### src/rtl/alu_seq_if.sv
// alu_seq_if: operand/result handshake bundle between the EX stage and alu_seq
interface alu_seq_if #(parameter int WIDTH = 32);
  logic kill, in_valid, in_ready, out_valid, out_ready, busy;
  logic [3:0] op;
  logic [WIDTH-1:0] a, b, result, result_hi;
  modport master (output kill, in_valid, op, a, b, out_ready, input in_ready, out_valid, result, result_hi, busy);
  modport slave (input kill, in_valid, op, a, b, out_ready, output in_ready, out_valid, result, result_hi, busy);
endinterface

### src/rtl/alu_seq.sv
// alu_seq: registered single-cycle ALU plus iterative radix-2 mul/div with valid/ready handshakes
module alu_seq #(
  parameter int WIDTH = 32,
  localparam int SHW = $clog2(WIDTH)
) (
  input logic clk,
  input logic rst_n,
  alu_seq_if.slave bus
);
  typedef enum logic [1:0] {IDLE, ITER, FIX} state_t;
  state_t state_q, state_d;
  logic [SHW-1:0] cnt_q, shamt;
  logic [2*WIDTH-1:0] acc_q, mul_next, div_next, mul_p;
  logic [WIDTH-1:0] d_q, result_q, result_hi_q, alu_y, abs_a, abs_b, quo, rem;
  logic [WIDTH:0] mul_sum, div_t, div_diff;
  logic out_valid_q, div_q, neg_lo_q, neg_hi_q;
  logic accept, md_op, is_div, is_sgn, sa, sb, dz;
  assign bus.in_ready = (state_q == IDLE) && (!out_valid_q || bus.out_ready) && !bus.kill;
  assign bus.out_valid = out_valid_q;
  assign bus.result = result_q;
  assign bus.result_hi = result_hi_q;
  assign bus.busy = state_q == ITER;
  assign accept = bus.in_valid && bus.in_ready;
  assign md_op = bus.op inside {4'd10, 4'd11, 4'd12, 4'd13};
  assign is_div = bus.op[2];
  assign is_sgn = !bus.op[0];
  assign sa = is_sgn && bus.a[WIDTH-1];
  assign sb = is_sgn && bus.b[WIDTH-1];
  // Divide by zero keeps the raw dividend so the unsigned iteration yields all-ones / a directly.
  assign dz = is_div && (bus.b == '0);
  assign abs_a = (sa && !dz) ? -bus.a : bus.a;
  assign abs_b = sb ? -bus.b : bus.b;
  assign shamt = bus.a[SHW-1:0];
  // Multiply: {hi,lo} holds partial product over the shifting multiplier.
  assign mul_sum = {1'b0, acc_q[2*WIDTH-1:WIDTH]} + (acc_q[0] ? {1'b0, d_q} : '0);
  assign mul_next = {mul_sum, acc_q[WIDTH-1:1]};
  // Divide: {rem,quo} shifts left; restore when the trial subtraction goes negative.
  assign div_t = acc_q[2*WIDTH-1:WIDTH-1];
  assign div_diff = div_t - {1'b0, d_q};
  assign div_next = div_diff[WIDTH] ? {div_t[WIDTH-1:0], acc_q[WIDTH-2:0], 1'b0} : {div_diff[WIDTH-1:0], acc_q[WIDTH-2:0], 1'b1};
  assign mul_p = neg_lo_q ? -acc_q : acc_q;
  assign quo = neg_lo_q ? -acc_q[WIDTH-1:0] : acc_q[WIDTH-1:0];
  assign rem = neg_hi_q ? -acc_q[2*WIDTH-1:WIDTH] : acc_q[2*WIDTH-1:WIDTH];
  // Single-cycle operation result, registered only on accept.
  always_comb begin
    alu_y = '0;
    case (bus.op)
      4'd0: alu_y = bus.a + bus.b;
      4'd1: alu_y = bus.a - bus.b;
      4'd2: alu_y = bus.a & bus.b;
      4'd3: alu_y = bus.a | bus.b;
      4'd4: alu_y = ~(bus.a | bus.b);
      4'd5: alu_y = bus.a ^ bus.b;
      4'd6: alu_y = bus.b << shamt;
      4'd7: alu_y = $signed(bus.b) >>> shamt;
      4'd8: alu_y = bus.b >> shamt;
      4'd9: alu_y = {{(WIDTH-1){1'b0}}, $signed(bus.a) < $signed(bus.b)};
      4'd14: alu_y = {{(WIDTH-1){1'b0}}, bus.a < bus.b};
      default: alu_y = '0;
    endcase
  end
  // Next-state: kill wins, mul/div walk IDLE->ITER->FIX->IDLE.
  always_comb begin
    state_d = state_q;
    if (bus.kill) state_d = IDLE;
    else if (accept && md_op) state_d = ITER;
    else if (state_q == ITER && cnt_q == '0) state_d = FIX;
    else if (state_q == FIX) state_d = IDLE;
  end
  // State register.
  always_ff @(posedge clk or negedge rst_n)
    if (!rst_n) state_q <= IDLE;
    else state_q <= state_d;
  // Datapath: operand capture, iteration, sign fix-up and held output.
  always_ff @(posedge clk or negedge rst_n)
    if (!rst_n) begin
      cnt_q <= '0;
      acc_q <= '0;
      d_q <= '0;
      div_q <= 1'b0;
      neg_lo_q <= 1'b0;
      neg_hi_q <= 1'b0;
      out_valid_q <= 1'b0;
      result_q <= '0;
      result_hi_q <= '0;
    end else if (bus.kill) begin
      out_valid_q <= 1'b0;
      cnt_q <= '0;
    end else begin
      if (accept && !md_op) begin
        result_q <= alu_y;
        result_hi_q <= '0;
        out_valid_q <= 1'b1;
      end else if (state_q == FIX) begin
        result_q <= div_q ? quo : mul_p[WIDTH-1:0];
        result_hi_q <= div_q ? rem : mul_p[2*WIDTH-1:WIDTH];
        out_valid_q <= 1'b1;
      end else if (bus.out_ready) out_valid_q <= 1'b0;
      if (accept && md_op) begin
        cnt_q <= SHW'(WIDTH-1);
        acc_q <= {{WIDTH{1'b0}}, is_div ? abs_a : abs_b};
        d_q <= is_div ? abs_b : abs_a;
        div_q <= is_div;
        neg_lo_q <= (sa ^ sb) && !dz;
        neg_hi_q <= is_div ? (sa && !dz) : (sa ^ sb);
      end else if (state_q == ITER) begin
        acc_q <= div_q ? div_next : mul_next;
        cnt_q <= cnt_q - 1'b1;
      end
    end
endmodule

### src/flat_wrapper.sv
// flat-port wrapper written by rule: the top's interface ports become plain ports
module alu_seq_flat 
#(
  parameter int WIDTH = 32,
  localparam int SHW = $clog2(WIDTH)
)
  (clk, rst_n, bus_kill, bus_in_valid, bus_op, bus_a, bus_b, bus_out_ready, bus_in_ready, bus_out_valid, bus_result, bus_result_hi, bus_busy);
  alu_seq_if #(.WIDTH(WIDTH)) bus_i ();
  input logic clk;
  input logic rst_n;
  input wire logic [$bits(bus_i.kill)-1:0] bus_kill;
  input wire logic [$bits(bus_i.in_valid)-1:0] bus_in_valid;
  input wire logic [$bits(bus_i.op)-1:0] bus_op;
  input wire logic [$bits(bus_i.a)-1:0] bus_a;
  input wire logic [$bits(bus_i.b)-1:0] bus_b;
  input wire logic [$bits(bus_i.out_ready)-1:0] bus_out_ready;
  output wire logic [$bits(bus_i.in_ready)-1:0] bus_in_ready;
  output wire logic [$bits(bus_i.out_valid)-1:0] bus_out_valid;
  output wire logic [$bits(bus_i.result)-1:0] bus_result;
  output wire logic [$bits(bus_i.result_hi)-1:0] bus_result_hi;
  output wire logic [$bits(bus_i.busy)-1:0] bus_busy;
  assign bus_i.kill = bus_kill;
  assign bus_i.in_valid = bus_in_valid;
  assign bus_i.op = bus_op;
  assign bus_i.a = bus_a;
  assign bus_i.b = bus_b;
  assign bus_i.out_ready = bus_out_ready;
  assign bus_in_ready = bus_i.in_ready;
  assign bus_out_valid = bus_i.out_valid;
  assign bus_result = bus_i.result;
  assign bus_result_hi = bus_i.result_hi;
  assign bus_busy = bus_i.busy;
  alu_seq #(.WIDTH(WIDTH)) u_core (.clk(clk), .rst_n(rst_n), .bus(bus_i));
endmodule
### config.mk
export PLATFORM = sky130hd
export DESIGN_NAME = alu_seq_flat
export DESIGN_NICKNAME = d
export VERILOG_FILES = /design/src/rtl/alu_seq_if.sv /design/src/rtl/alu_seq.sv /design/src/flat_wrapper.sv
export SDC_FILE = /design/constraint.sdc
export NUM_CORES = 1
export LEC_CHECK = 0
export CORE_MARGIN = 5
export CORE_UTILIZATION = 30
export DETAILED_ROUTE_END_ITERATION = 12
export GPL_TIMING_DRIVEN = 0
export PLACE_DENSITY = 0.45
export SLEW_MARGIN = 20
export SYNTH_ARGS = -nofsm -noshare
export SYNTH_HDL_FRONTEND = slang
export SYNTH_SLANG_ARGS = --single-unit
### constraint.sdc
create_clock -name clk -period 3.7 [get_ports clk]
set_input_delay 0.37 -clock clk [delete_from_list [all_inputs] [get_ports clk]]
set_output_delay 0.37 -clock clk [all_outputs]
set_load 0.02 [all_outputs]
==> impl_results.md, run 1 <==
* H-tree levels at 4
* Xor and xnor area share after synthesis at 0.0713
* Outcome: finished with violations
* Hold Path Stages at 4
* Setup crit start kind: input pin
* Crit path DAT at 4060 ps
* # IOs at 140
* Hold Crit Class: in2reg
* Final Util at 0.375
* Post-synth EDFFs at 0
* Number of DRC markers in iteration 0 at 2797
* CTS clock-pin slew for the worst setup and hold paths at about 80 ps
* CTS Buf Count at 17
* Main combinational cell family by area after synthesis: compound AO/OA/AOI/OAI gates
* Mapped Cells at 3132
* CP Data Required Time at about 4000 ps
* Final Hold Vio Count at 0
* Gr ovfl total at 0
* Proportion of synthesized area in mux cells at 0.0937
* DP Wirelength at approximately 110000 um
* Die Span Y at 290 um
* Synthesized-area fraction occupied by adder cells at 0.0957
* Post-route DRC at 0
* Die width at 290 um
* Final wirelength at 140000 um
* Worst-Margin Slew at 1120 ps
* DR pass1 iterations at 6
* Wire per inst at between 30 and 40 um
* Post-Synth Simple-Gate Area at 0.185
* Largest net degree at the start of global routing at 88
* Min Tclk post-route at ~3800 ps
* Routability cong. at 1.03
* Yosys warns at 0
* CTS Buffer Depth at 2
* Placed cell count at around 4300
* Vias in the first global route at 26746
* Post-route ant nets at 0
* Finished Layout Cells at around 4400
* IO Port Bufs at between 100 and 150
* Peak VDD IR at approximately 0.45 mV
* CP dominant cell by count: buf_4
* Worst setup margin at -58.4 ps
* Layout cells sized above 1 at 0.149
* Max Transition Viols Final at 0
* Reg2Reg Setup Slack at 0 ps
* Via/cell ratio at slightly above 6
* DIE AREA at 83800 um^2
* FF-to-FF path depth at 10
* Synthesis-to-layout area growth at 24.0%
* Max-cap check violation count at 0
* Seq cells post-synth at approximately 170
* CP Max Fanout at 10
* Normalized max-slew margin at 0.250
* Initial core utilization at 0.303
* Multi-input logic area at 18800 um^2
* Sequential cell area at 4280 um^2
* Syn_nets at 3382
* Main synth FF type: dfrtp_1
* Crit share post-route at 1.02
* Violated checks: negative setup slack
* Synth async-reset ratio at 1.00
* Nets@finish at 3616
* Fillcell total at 8216
* Site Rows at approximately 100
* Synthesized area per cell at 7.49 um^2
* Fin Clk Skew at 17.8 ps
* Synth Cell Area at about 23000 um^2
* # setup viols final at 5
* Core area at 77500 um^2
* Max incr delay on CP at slightly below 600 ps
* Compound-Gate Fraction of Synth Area at 0.307
* Later-pin clock latency in the skew report at between 400 and 500 ps
* Antenna violations before repair at 3
* Worst path slowest cell: clkdlybuf4s50_1
* CP cell instances: clkdlybuf4s50_1 -> buf_4 -> inv_1 -> ha_1 -> clkbuf_2 -> nor4_1 -> a211oi_2 -> a2111oi_4 -> buf_4 -> a211oi_4 -> buf_6 -> nor2_4 -> a21oi_1 -> a2111oi_2 -> buf_4 -> o22ai_1
* RSZ-0062 raised after global routing: true
* Leak at 11.6 nW
* Clk sinks at 171
* P per Cell Area at 616 nW/um^2
* Netlist cell types at 93
* CP Capture Type: flip-flop
* GRT Total Usage at 0.323
* Global-route wire length before repair at roughly 200000 um
* TritonCTS clock tree: yes
* Vias at 27231
* Post-synthesis sequential area ratio at 0.183
* Root Driver: clkbuf_16
* Fmax at 266 MHz
* CP Class: in2reg
## cell usage in the layout, fill, tap and decap left out, drive strengths merged, types with 34 or more instances in the layout
master	netlist	routed
clkdlybuf4s50	0	111
dfrtp	171	171
a21oi	269	269
a22oi	43	43
nor2	329	329
nand3	45	45
xnor2	141	141
nand2	301	301
a31oi	34	34
inv	154	156
buf	53	152
nor3	66	66
a21o	55	55
clkbuf	182	189
ha	173	173
mux4	52	52
o211ai	64	64
xor2	50	50
o21ai	306	306
mux2i	98	98
## layout make-up
type / count / area share
Sequential cell: 171 / 0.147
Antenna cell: 3 / 0.000258
Clock buffer: 18 / 0.0151
Tap cell: 1040 / 0.0447
Multi-Input combinational cell: 2570 / 0.647
Buffer: 224 / 0.0455
Timing Repair Buffer: 226 / 0.0723
Inverter: 156 / 0.0222
Clock inverter: 13 / 0.00529
## what timing repair did
item                       in CTS  in global routing
setup endpoints to repair     161                 99
setup buffers                  55                 24
cloned                          1                  1
hold buffers                    1                  0
pin swaps                      51                 43
resized for setup             349                156
hold endpoints to repair       84                  0
## per-stage QoR
step | worst slack [ps] | cell area (um^2) | setup TNS, ps | hold WS (ps) | total power [mW]
floorplan | 14.5 | 23500 | 0 | 74.4 | 10.4
global placement | -5530 | 26200 | -1156180 | 471 | 14.3
detailed placement | -2520 | 26300 | -201860 | 435 | 14.4
CTS | -71.4 | 28500 | -92.8 | 490 | 17.1
global route | -113 | 29100 | -409 | 498 | 18.9
finish | -58.4 | 29100 | -133 | 458 | 17.9
## state kept, by name (all words and copies together), names as in the netlist, 2 cells and up
signal	cells
u_core.acc_q	64
u_core.bus.result	32
u_core.bus.result_hi	32
u_core.d_q	32
u_core.cnt_q	5
u_core.state_q	2
## kinds of logic (layout without fill, tap and decap cells)
family,count (synthesis),in the layout
compound gates,1108,1108
xor+xnor,191,191
fa+ha+maj,177,177
buf+inv,391,637
flops,171,171
mux,154,154
other cells,0,3
simple gates,940,940
## metal layers
metal	up-vias	global-route usage	routed length (um)	part of all wire
met5	-	0	41	0.00029
met2	1373	0.560	67200	0.48
li1	12016	-	-	-
met3	382	0.0346	9290	0.066
met4	6	0.198	10500	0.075
met1	13454	0.384	53100	0.38
## where the power goes
part / total, mW / switching, mW / internal (mW)
logic: 12.4 / 7.35 / 5.02
registers: 3.60 / 0.987 / 2.61
clock network: 1.93 / 0.905 / 1.03
## worst max-delay path, delay by kind of cell
| kind | cells | cell delay, ps |
|---|---|---|
| buffers and inverters | 7 | 1790 |
| AND/OR/NAND/NOR | 2 | 470 |
| AO/OA/AOI/OAI | 6 | 1040 |
| adder cells (fa/ha/maj) | 1 | 350 |
## path summary, 6_finish.rpt
check / to / startpoint
worst max-delay path: u_core.bus.result[0] / bus_b[15]
worst min-delay path: u_core.acc_q[8] / bus_a[8]
worst max register to register: u_core.acc_q[59] / u_core.state_q[1]
worst min register to register: u_core.bus.result_hi[7] / u_core.bus.result_hi[7]
max in group asynchronous: u_core.acc_q[0] / rst_n
min in group asynchronous: u_core.bus.result_hi[14] / rst_n
## cells in the mapped netlist, drive strengths merged (13+ instances only)
master / count / area share
xnor2: 141 / 0.053
mux2i: 98 / 0.042
a21o: 55 / 0.018
clkbuf: 182 / 0.029
o21bai: 25 / 0.0080
a21oi: 269 / 0.058
a2111oi: 13 / 0.0067
o221ai: 21 / 0.0078
or3: 31 / 0.0085
a221o: 22 / 0.0094
o41ai: 13 / 0.0049
inv: 154 / 0.025
o31ai: 32 / 0.010
ha: 173 / 0.092
nor2b: 26 / 0.0069
nand3: 45 / 0.0098
or2: 13 / 0.0035
dfrtp: 171 / 0.18
a31oi: 34 / 0.0091
a221oi: 31 / 0.012
xor2: 50 / 0.019
nand4: 21 / 0.0056
buf: 53 / 0.011
nand2: 301 / 0.048
or4: 16 / 0.0053
a211o: 16 / 0.0060
nor4: 32 / 0.011
mux4: 52 / 0.050
o21ai: 306 / 0.065
a211oi: 24 / 0.0081
nor2: 329 / 0.053
o22ai: 22 / 0.0059
o311ai: 21 / 0.0078
nand2b: 24 / 0.0064
a22oi: 43 / 0.014
o21a: 23 / 0.0074
nor3: 66 / 0.015
o211ai: 64 / 0.020
(Power assumes the default switching activity.)
==> inputs of run 2 (changes only) <==
--- a/config.mk
+++ b/config.mk
@@ -7,6 +7,7 @@
 export LEC_CHECK = 0
 export CORE_MARGIN = 5
 export CORE_UTILIZATION = 30
+export CTS_CLUSTER_DIAMETER = 50
 export DETAILED_ROUTE_END_ITERATION = 12
 export GPL_TIMING_DRIVEN = 0
 export PLACE_DENSITY = 0.45
==> results of run 2 <==
Same layout as run 1: the final DEF is identical, and so are final timing and power.
